==> src/rtl/pacc_pkg.sv <==
`default_nettype none
// +--------------------------------------------------------------------------+
// | pacc_pkg : shared types, default widths and saturation limits            |
// | Rev 1.0  : initial release                                               |
// +--------------------------------------------------------------------------+
package pacc_pkg;

  typedef enum logic [1:0] {
    IDLE  = 2'd0,
    ACCUM = 2'd1,
    HOLD  = 2'd2
  } pacc_state_e;

  localparam int PACC_PROD_W    = 32;
  localparam int PACC_ACC_W     = 40;
  localparam int PACC_BURST_MAX = 16;

  // Limits are returned 64 bits wide; callers truncate to their own width.
  function automatic logic [63:0] sat_max(input int w);
    sat_max = (64'd1 << (w - 1)) - 64'd1;
  endfunction

  function automatic logic [63:0] sat_min(input int w);
    sat_min = ~sat_max(w);
  endfunction

endpackage : pacc_pkg
`default_nettype wire

==> src/rtl/pacc_sat_add.sv <==
`default_nettype none
// +--------------------------------------------------------------------------+
// | pacc_sat_add : ACC_W signed adder with overflow flag; clamps to the      |
// |                signed limits when PACC_SATURATE_EN is defined            |
// | Rev 1.0      : initial release                                           |
// +--------------------------------------------------------------------------+
module pacc_sat_add
  import pacc_pkg::*;
#(
  parameter int ACC_W = PACC_ACC_W
) (
  input  logic [ACC_W-1:0] a,
  input  logic [ACC_W-1:0] b,
  output logic [ACC_W-1:0] sum,
  output logic             ovf
);

  logic [ACC_W-1:0] raw_sum;

  assign raw_sum = a + b;
  assign ovf     = (a[ACC_W-1] == b[ACC_W-1]) && (raw_sum[ACC_W-1] != a[ACC_W-1]);

`ifdef PACC_SATURATE_EN
  localparam logic [ACC_W-1:0] C_SAT_MAX = ACC_W'(sat_max(ACC_W));
  localparam logic [ACC_W-1:0] C_SAT_MIN = ACC_W'(sat_min(ACC_W));

  // On overflow both operands share a sign, which gives the clamp direction.
  always_comb begin
    sum = raw_sum;
    if (ovf) begin
      sum = a[ACC_W-1] ? C_SAT_MIN : C_SAT_MAX;
    end
  end
`else
  assign sum = raw_sum;
`endif

endmodule : pacc_sat_add
`default_nettype wire

==> src/rtl/product_accumulator.sv <==
`default_nettype none
// +--------------------------------------------------------------------------+
// | product_accumulator : sums bursts of signed products into a wide         |
// |                       accumulator and hands the result downstream        |
// | Config macro        : PACC_SATURATE_EN (clamp instead of wrap)           |
// | Rev 1.0             : initial release                                    |
// +--------------------------------------------------------------------------+
module product_accumulator
  import pacc_pkg::*;
#(
  parameter  int PROD_W    = PACC_PROD_W,
  parameter  int ACC_W     = PACC_ACC_W,
  parameter  int BURST_MAX = PACC_BURST_MAX,
  localparam int CNT_W     = $clog2(BURST_MAX + 1)
) (
  input  logic              clk,
  input  logic              rst_n,
  input  logic [PROD_W-1:0] prod,
  input  logic              prod_valid,
  input  logic              prod_last,
  output logic              prod_ready_o,
  input  logic              acc_clear,
  output logic [ACC_W-1:0]  res_o,
  output logic [CNT_W-1:0]  res_count_o,
  output logic              overflow_o,
  output logic              res_valid_o,
  input  logic              res_ready
);

  localparam logic [CNT_W-1:0] C_BURST_MAX = CNT_W'(BURST_MAX);

  pacc_state_e      state_q, state_d;
  logic [ACC_W-1:0] acc_q, acc_d;
  logic [CNT_W-1:0] count_q, count_d;
  logic             ovf_q, ovf_d;
  logic [ACC_W-1:0] res_q, res_d;
  logic [CNT_W-1:0] res_count_q, res_count_d;
  logic             res_ovf_q, res_ovf_d;
  logic             res_valid_q, res_valid_d;

  logic [ACC_W-1:0] prod_ext;
  logic [ACC_W-1:0] add_sum;
  logic             add_ovf;
  logic [CNT_W-1:0] count_inc;
  logic             handshake;
  logic             closing;

  assign prod_ext     = {{(ACC_W - PROD_W){prod[PROD_W-1]}}, prod};
  assign prod_ready_o = (state_q != HOLD) && !acc_clear;
  assign handshake    = prod_valid && prod_ready_o;
  assign count_inc    = count_q + CNT_W'(1);
  assign closing      = prod_last || (count_inc == C_BURST_MAX);

  pacc_sat_add #(
    .ACC_W (ACC_W)
  ) u_sat_add (
    .a   (acc_q),
    .b   (prod_ext),
    .sum (add_sum),
    .ovf (add_ovf)
  );

  always_comb begin
    state_d     = state_q;
    acc_d       = acc_q;
    count_d     = count_q;
    ovf_d       = ovf_q;
    res_d       = res_q;
    res_count_d = res_count_q;
    res_ovf_d   = res_ovf_q;
    res_valid_d = res_valid_q;

    // Clear wins in every state; a concurrent res_ready in HOLD still consumes the result.
    if (acc_clear) begin
      state_d     = IDLE;
      acc_d       = '0;
      count_d     = '0;
      ovf_d       = 1'b0;
      res_valid_d = 1'b0;
    end else begin
      case (state_q)
        IDLE, ACCUM: begin
          if (handshake) begin
            acc_d   = add_sum;
            count_d = count_inc;
            ovf_d   = ovf_q | add_ovf;
            state_d = ACCUM;
            if (closing) begin
              state_d     = HOLD;
              res_d       = add_sum;
              res_count_d = count_inc;
              res_ovf_d   = ovf_q | add_ovf;
              res_valid_d = 1'b1;
            end
          end
        end
        HOLD: begin
          if (res_valid_q && res_ready) begin
            state_d     = IDLE;
            acc_d       = '0;
            count_d     = '0;
            ovf_d       = 1'b0;
            res_valid_d = 1'b0;
          end
        end
        default: begin
          state_d     = IDLE;
          acc_d       = '0;
          count_d     = '0;
          ovf_d       = 1'b0;
          res_valid_d = 1'b0;
        end
      endcase
    end
  end

  always_ff @(posedge clk) begin
    if (!rst_n) begin
      state_q     <= IDLE;
      acc_q       <= '0;
      count_q     <= '0;
      ovf_q       <= 1'b0;
      res_q       <= '0;
      res_count_q <= '0;
      res_ovf_q   <= 1'b0;
      res_valid_q <= 1'b0;
    end else begin
      state_q     <= state_d;
      acc_q       <= acc_d;
      count_q     <= count_d;
      ovf_q       <= ovf_d;
      res_q       <= res_d;
      res_count_q <= res_count_d;
      res_ovf_q   <= res_ovf_d;
      res_valid_q <= res_valid_d;
    end
  end

  assign res_o       = res_q;
  assign res_count_o = res_count_q;
  assign overflow_o  = res_ovf_q;
  assign res_valid_o = res_valid_q;

endmodule : product_accumulator
`default_nettype wire

==> config.mk <==
export PLATFORM = sky130hd
export DESIGN_NAME = product_accumulator
export DESIGN_NICKNAME = d
export VERILOG_FILES = /design/src/rtl/pacc_pkg.sv /design/src/rtl/pacc_sat_add.sv /design/src/rtl/product_accumulator.sv
export SDC_FILE = /design/constraint.sdc
export NUM_CORES = 1
export LEC_CHECK = 0
export ABC_AREA = 1
export ABC_CLOCK_PERIOD_IN_PS = 2000
export BUFFER_PORTS_ARGS = -buffer_cell sky130_fd_sc_hd__buf_2
export CAP_MARGIN = 20
export CORE_UTILIZATION = 42
export CTS_CLUSTER_SIZE = 25
export DETAILED_ROUTE_END_ITERATION = 10
export GPL_TIMING_DRIVEN = 0
export MAX_ROUTING_LAYER = met4
export SKIP_LAST_GASP = 1
export SLEW_MARGIN = 20
export SYNTH_ARGS = -nofsm -noshare
export SYNTH_HDL_FRONTEND = slang
export SYNTH_SLANG_ARGS = --single-unit
==> constraint.sdc <==
create_clock -name clk -period 2 [get_ports clk]
set_input_delay 0.1 -clock clk [delete_from_list [all_inputs] [get_ports clk]]
set_output_delay 0.1 -clock clk [all_outputs]
set_load 0.005 [all_outputs]
# Word level (Yosys, flattened, before mapping)
# Index checks and enable logic that the tools add are counted.
[word_totals] out_inout_bits=48 ff_bits=95
[op_classes] n_reduce_logical=12 add_sub_neg=2 n_bitwise=3 muxes=16 eq_ne=9
[ops] operator="$mux W40" count=2
[ops] operator="$pmux W40 S2" count=1
[ops] operator="$add A40 B40 Y40" count=1
[ops] operator="$mux W5" count=2
[ops] operator="$pmux W5 S2" count=1
[ops] operator="$ne A2 B2 Y1 const B" count=4
[ops] operator="$mux W2" count=3
[ops] operator="$add A5 B1 Y5 const B" count=1
[ops] operator="$eq A5 B5 Y1 const B" count=1
[ops] operator="$logic_and A1 B1 Y1" count=4
[ops] operator="$mux W1" count=4
[ops] operator="$pmux W1 S2" count=2
[ops] operator="$pmux W2 S2" count=1
[ops] operator="$reduce_and A4 Y1" count=1
[ops] operator="$reduce_or A2 Y1" count=2
[ops] operator="$reduce_and A3 Y1" count=1
[ops] operator="$eq A2 B1 Y1 const B" count=1
[ops] operator="$eq A2 B2 Y1 const B" count=1
[ops] operator="$logic_not A2 Y1" count=1
[ops] operator="$not A1 Y1" count=2
[ops] operator="$reduce_and A2 Y1" count=1
[ops] operator="$eq A1 B1 Y1" count=1
[ops] operator="$logic_not A1 Y1" count=1
[ops] operator="$logic_or A1 B1 Y1" count=1
[ops] operator="2 further kinds" count=2

# Logic depth before layout (Yosys ltp)
[depth] depth_word=6 ltp_mapped=16 mapped_depth_nobuf=16

# By module
# A second synthesis with hierarchy kept.
[hier_totals] cells_unflattened=1074 area_unflattened_um2=6712.7
[modules_own_cells] module="product_accumulator" cells_each=458 area_each_um2=3693.5 n_inst=1
[modules_own_cells] module="pacc_sat_add" cells_each=616 area_each_um2=3019.1 n_inst=1

# Least setup slack after synthesis
# Ideal clock, no wire load.
[synth_timing] kind="reg-to-reg" from="reg acc_q[0]" to="reg acc_q[16]" setup_time_ps=115 required_time_ps=1885 synth_period_minus_slack_ps=1929 path_stages_with_launch=12 setup_slack_ps=71 n_path_buf=0 arrival_ps=1815 path_cell_list="dfxtp_1 ha_1 fa_1 nand3_1 nand3_1 nand2_1 nand3_1 nand2_1 nand2_1 xnor2_1 nor2_1 o21a_1"
[synth_via] elab_chain_cells=3
[synth_rtl] item="start, declared" line="product_accumulator.sv:33" text="logic [ACC_W-1:0] acc_q, acc_d;"
[synth_rtl] item="start signal, assigned" line="product_accumulator.sv:120" text="acc_q <= '0;"
[synth_rtl] item="start signal, assigned" line="product_accumulator.sv:129" text="acc_q <= acc_d;"
[synth_rtl] item="$add A40 B40 Y40" line="pacc_sat_add.sv:20" text="assign raw_sum = a + b;"
[synth_rtl] item="$mux W40" line="product_accumulator.sv:83" text="if (handshake) begin"
[synth_rtl] item="$pmux W40 S2" line="product_accumulator.sv:81" text="case (state_q)"
# Every way passes these cells. The select of a mux whose other input is x is not followed.
# A chain may end at the register's enable or synchronous reset.

# Worst setup path after layout
[layout_timing] from="reg acc_q[0]" to="reg res_q[22] (netlist: res_o[22])"
[layout_via] elab_chain_cells=1
[layout_rtl] item="$add A40 B40 Y40" line="pacc_sat_add.sv:20"
[layout_rtl] item="end signal, assigned" line="product_accumulator.sv:132" text="res_q <= res_d;"
[layout_rtl] item="end, declared" line="product_accumulator.sv:36" text="logic [ACC_W-1:0] res_q, res_d;"
# Every way passes these cells.

==> results.sh <==
export IMPL_num_vias=7070
export IMPL_report_final_slew_viol_count=0
export IMPL_synth_most_common_cell="nand2_1"
export IMPL_power_switching_w=0.001685
export IMPL_worstPathRequired_ns=2.25
export IMPL_drc=0
export IMPL_combPwrFrac=0.245
export IMPL_outcome="completed"
export IMPL_leakage_nw=4.518
export IMPL_clock_path_buffers=2
export IMPL_yosys_area_top_type="dfxtp_1"
export IMPL_cts_hold_repair_buffers=0
export IMPL_syn_area_per_cell_um2=5.984
export IMPL_num_rows=45
export IMPL_holdCritStartpoint="rst_n"
export IMPL_nets=1301
export IMPL_place_inst=1398
export IMPL_yosysWarningCount=0
export IMPL_io_pins=86
export IMPL_p_int_w=0.003518
export IMPL_syn_to_final_growth_pct=35.77
export IMPL_worst_slack_ns=0.01164
export IMPL_setup_worst_path_end_class="register"
export IMPL_finalCriticalPeriod_ns=1.988
export IMPL_yosys_cell_types_count=37
export IMPL_finalHoldViolCount=0
export IMPL_clock_fmax_mhz=502.9
export IMPL_firstDrtPassIters=5
export IMPL_worst_path_buf_inv=2
export IMPL_crit_arrival_ns=2.24
export IMPL_reg2reg_to="res_o[22]"
export IMPL_n_antenna_cell=0
export IMPL_fin_cells=1437
export IMPL_path_class="reg -> reg"
export IMPL_path_cells="ha_4 > fa_2 > nand3_2 > nand3_4 > nand2_2 > nand2_4 > nand2_2 > nand3_4 > nand2_2 > inv_2 > nor2_4 > nand2_1 > o211ai_1 > inv_1"
export IMPL_synth_seq_area_share=0.2884
export IMPL_h_tree_depth=3
export IMPL_hpwl_um=15840
export IMPL_synth_cells=1102
export IMPL_critPathSlowestCell="fa_2"
export IMPL_grt_pass1_wl_um=32440
export IMPL_ys_top_cells_by_count="394 x nand2_1, 158 x inv_1, 149 x nor2_1, 95 x dfxtp_1, 79 x a21oi_1"
export IMPL_coreArea_um2=15260
export IMPL_routedWlPerCell_um=14.76
export IMPL_worst_skew_pair_late_latency_ns=0.36
export IMPL_hold_path_class="in -> reg"
export IMPL_cpPeakStageDelay_ns=0.37
export IMPL_critPathTopFamily="simple AND/OR/NAND/NOR gates"
export IMPL_grt_pass1_vias=6359
export IMPL_r2r_slack_ns=0.01
export IMPL_syn_nets=1182
export IMPL_gp_congestion=0.9366
export IMPL_clk_pin_slew_worst_paths_ns=0.07
export IMPL_vdd_ir_drop_max_mv=0.3922
export IMPL_ys_ff_latch=95
export IMPL_grt_max_degree=17
export IMPL_syn_area_um2=6594
export IMPL_cap_violations=0
export IMPL_cts_sinks=95
export IMPL_relSlewSlack=0.5828
export IMPL_root_buffer="clkbuf_16"
export IMPL_powerDensity_nw_per_um2=581.2
export IMPL_start_util=0.4321
export IMPL_synth_top_flop_cell="dfxtp_1"
export IMPL_wl_um=21210
export IMPL_start_kind="register"
export IMPL_drive_gt1_frac=0.2904
export IMPL_power_frac_clock=0.363
export IMPL_numCtsBuffers=9
export IMPL_grtUsageMet3=0.03308
export IMPL_port_buffer_count=85
export IMPL_finalSetupViolations=0
export IMPL_dieArea_um2=16200
export IMPL_die_w_um=127.3
export IMPL_timing_rr_start="acc_q[0]"
export IMPL_cts_tree="yes"
export IMPL_power_frac_seq=0.392
export IMPL_crit_start="acc_q[0]"
export IMPL_synth_top_area_share=0.2884
export IMPL_fin_hold_ws_ns=0.03603
export IMPL_grt_usage=0.2665
export IMPL_fin_skew_ns=0.01261
export IMPL_crit_top_cell="nand2_2"
export IMPL_busiest_layer="met2"
export IMPL_async_flop_share=0
export IMPL_drt_iter0_drc=527
export IMPL_met2_usage=0.3889
export IMPL_via_per_inst=4.920
export IMPL_dpl_worst_slack_ns=-0.5077
export IMPL_fp_dieH_um=127.3
export IMPL_antenna_found_initial=0
export IMPL_crit_path_max_fanout=5
export IMPL_grt_setup_unrepaired="yes"
export IMPL_synthTopCellsByArea="dfxtp_1 29%, nand2_1 22%, inv_1 9.0%, nor2_1 8.5%, ha_1 7.8%"
export IMPL_drtAntennaViolNets=0
export IMPL_sw_frac_of_total=0.3239
export IMPL_use_met1=0.3842
export IMPL_worst_slew_pin_transition_ns=0.6257
export IMPL_synth_edff_count=0
export IMPL_overflow=0
export IMPL_post_route_period_util=0.9942
export IMPL_holdPathEnd="res_count_o[3]"
export IMPL_r2r_cells=14
export IMPL_holdPathStages=3
-- metrics by stage --
step	power (W)	area [um^2]	utilization	TNS, ns
after global routing	0.005426	8952	0.5867	-1.478
after global placement	0.003054	7283	0.4773	-11.94
after floorplan	0.002711	6594	-	0
after detailed placement	0.003055	7283	0.4773	-12.00
final	0.005203	8952	0.5867	0
after CTS	0.005027	8115	0.5319	-0.1612
-- layer usage --
metal	part of all wire	up-vias
met1	0.50	3187
met5	0	-
met4	0.018	0
li1	-	3657
met2	0.42	197
met3	0.056	29
-- layout make-up --
| class | instances | area [um^2] |
|---|---|---|
| buffer | 25 | 150.1 |
| sequential | 95 | 1926 |
| fill | 1503 | 6306 |
| tap | 211 | 264.0 |
| clock buffer | 11 | 252.7 |
| inverter | 164 | 623.1 |
| multi-input combinational | 818 | 5077 |
| timing repair buffer | 108 | 598.1 |
| clock inverter | 5 | 61.31 |
-- cell families after synthesis --
kind of cell / synth area share
xor+xnor: 0.02657
simple gates: 0.3772
flops: 0.2884
fa+ha+maj: 0.08083
buf+inv: 0.1161
compound gates: 0.1108
-- layout by cell type, fill, tap and decap left out, types with 14 or more instances in the layout --
| master | netlist | final |
|---|---|---|
| a21oi_1 | 79 | 61 |
| a21oi_2 | 0 | 17 |
| buf_2 | 10 | 93 |
| buf_4 | 2 | 26 |
| dfxtp_1 | 95 | 78 |
| dfxtp_2 | 0 | 16 |
| ha_4 | 0 | 34 |
| inv_1 | 158 | 155 |
| nand2_1 | 394 | 329 |
| nand2_2 | 1 | 53 |
| nand2_4 | 2 | 15 |
| nand3_1 | 53 | 35 |
| nand3_2 | 0 | 14 |
| nor2_1 | 149 | 125 |
| o21ai_0 | 33 | 30 |
-- power by group through the flow --
stage / clock, W / sequential [W] / combinational, W
4_1_cts: 0.00191 / 0.00203 / 0.00109
2_1_floorplan: 0 / 0.00207 / 0.000641
3_5_place_dp: 0 / 0.00207 / 0.000984
5_1_grt: 0.00197 / 0.00205 / 0.00141
3_3_place_gp: 0 / 0.00207 / 0.000985
6_report: 0.00189 / 0.00204 / 0.00128
-- worst reg2reg max path, stage by stage, from the launching register on --
cell      delay, ns
dfxtp_2        0.34
ha_4           0.17
fa_2           0.37
nand3_2        0.09
nand3_4        0.11
nand2_2        0.11
nand2_4        0.07
nand2_2        0.08
nand3_4        0.11
nand2_2        0.09
inv_2          0.05
nor2_4         0.12
nand2_1        0.06
o211ai_1       0.07
inv_1          0.05
-- worst max path at each step --
stage | to | slack, ns | depth (start not counted)
floorplan | acc_q[16] | 0.07 | 11
global placement | acc_q[16] | -0.52 | 11
global route | res_o[22] | -0.11 | 14
finish | res_o[22] | 0.01 | 14
detailed placement | acc_q[16] | -0.51 | 11
CTS | res_o[22] | -0.04 | 14
-- sequential cells by signal, indices dropped and copies added (netlist names) --
signal       flops
res_count_o      5
res_o           40
ovf_q            1
res_valid_o      1
overflow_o       1
state_q          2
count_q          5
acc_q           40
-- timing repair --
item                       in CTS  in global routing
hold endpoints to repair        0                  0
setup endpoints to repair      62                 82
pin swaps                      19                 39
gates resized for setup        98                164
buffers inserted               10                 13
(Power assumes the default switching activity.)
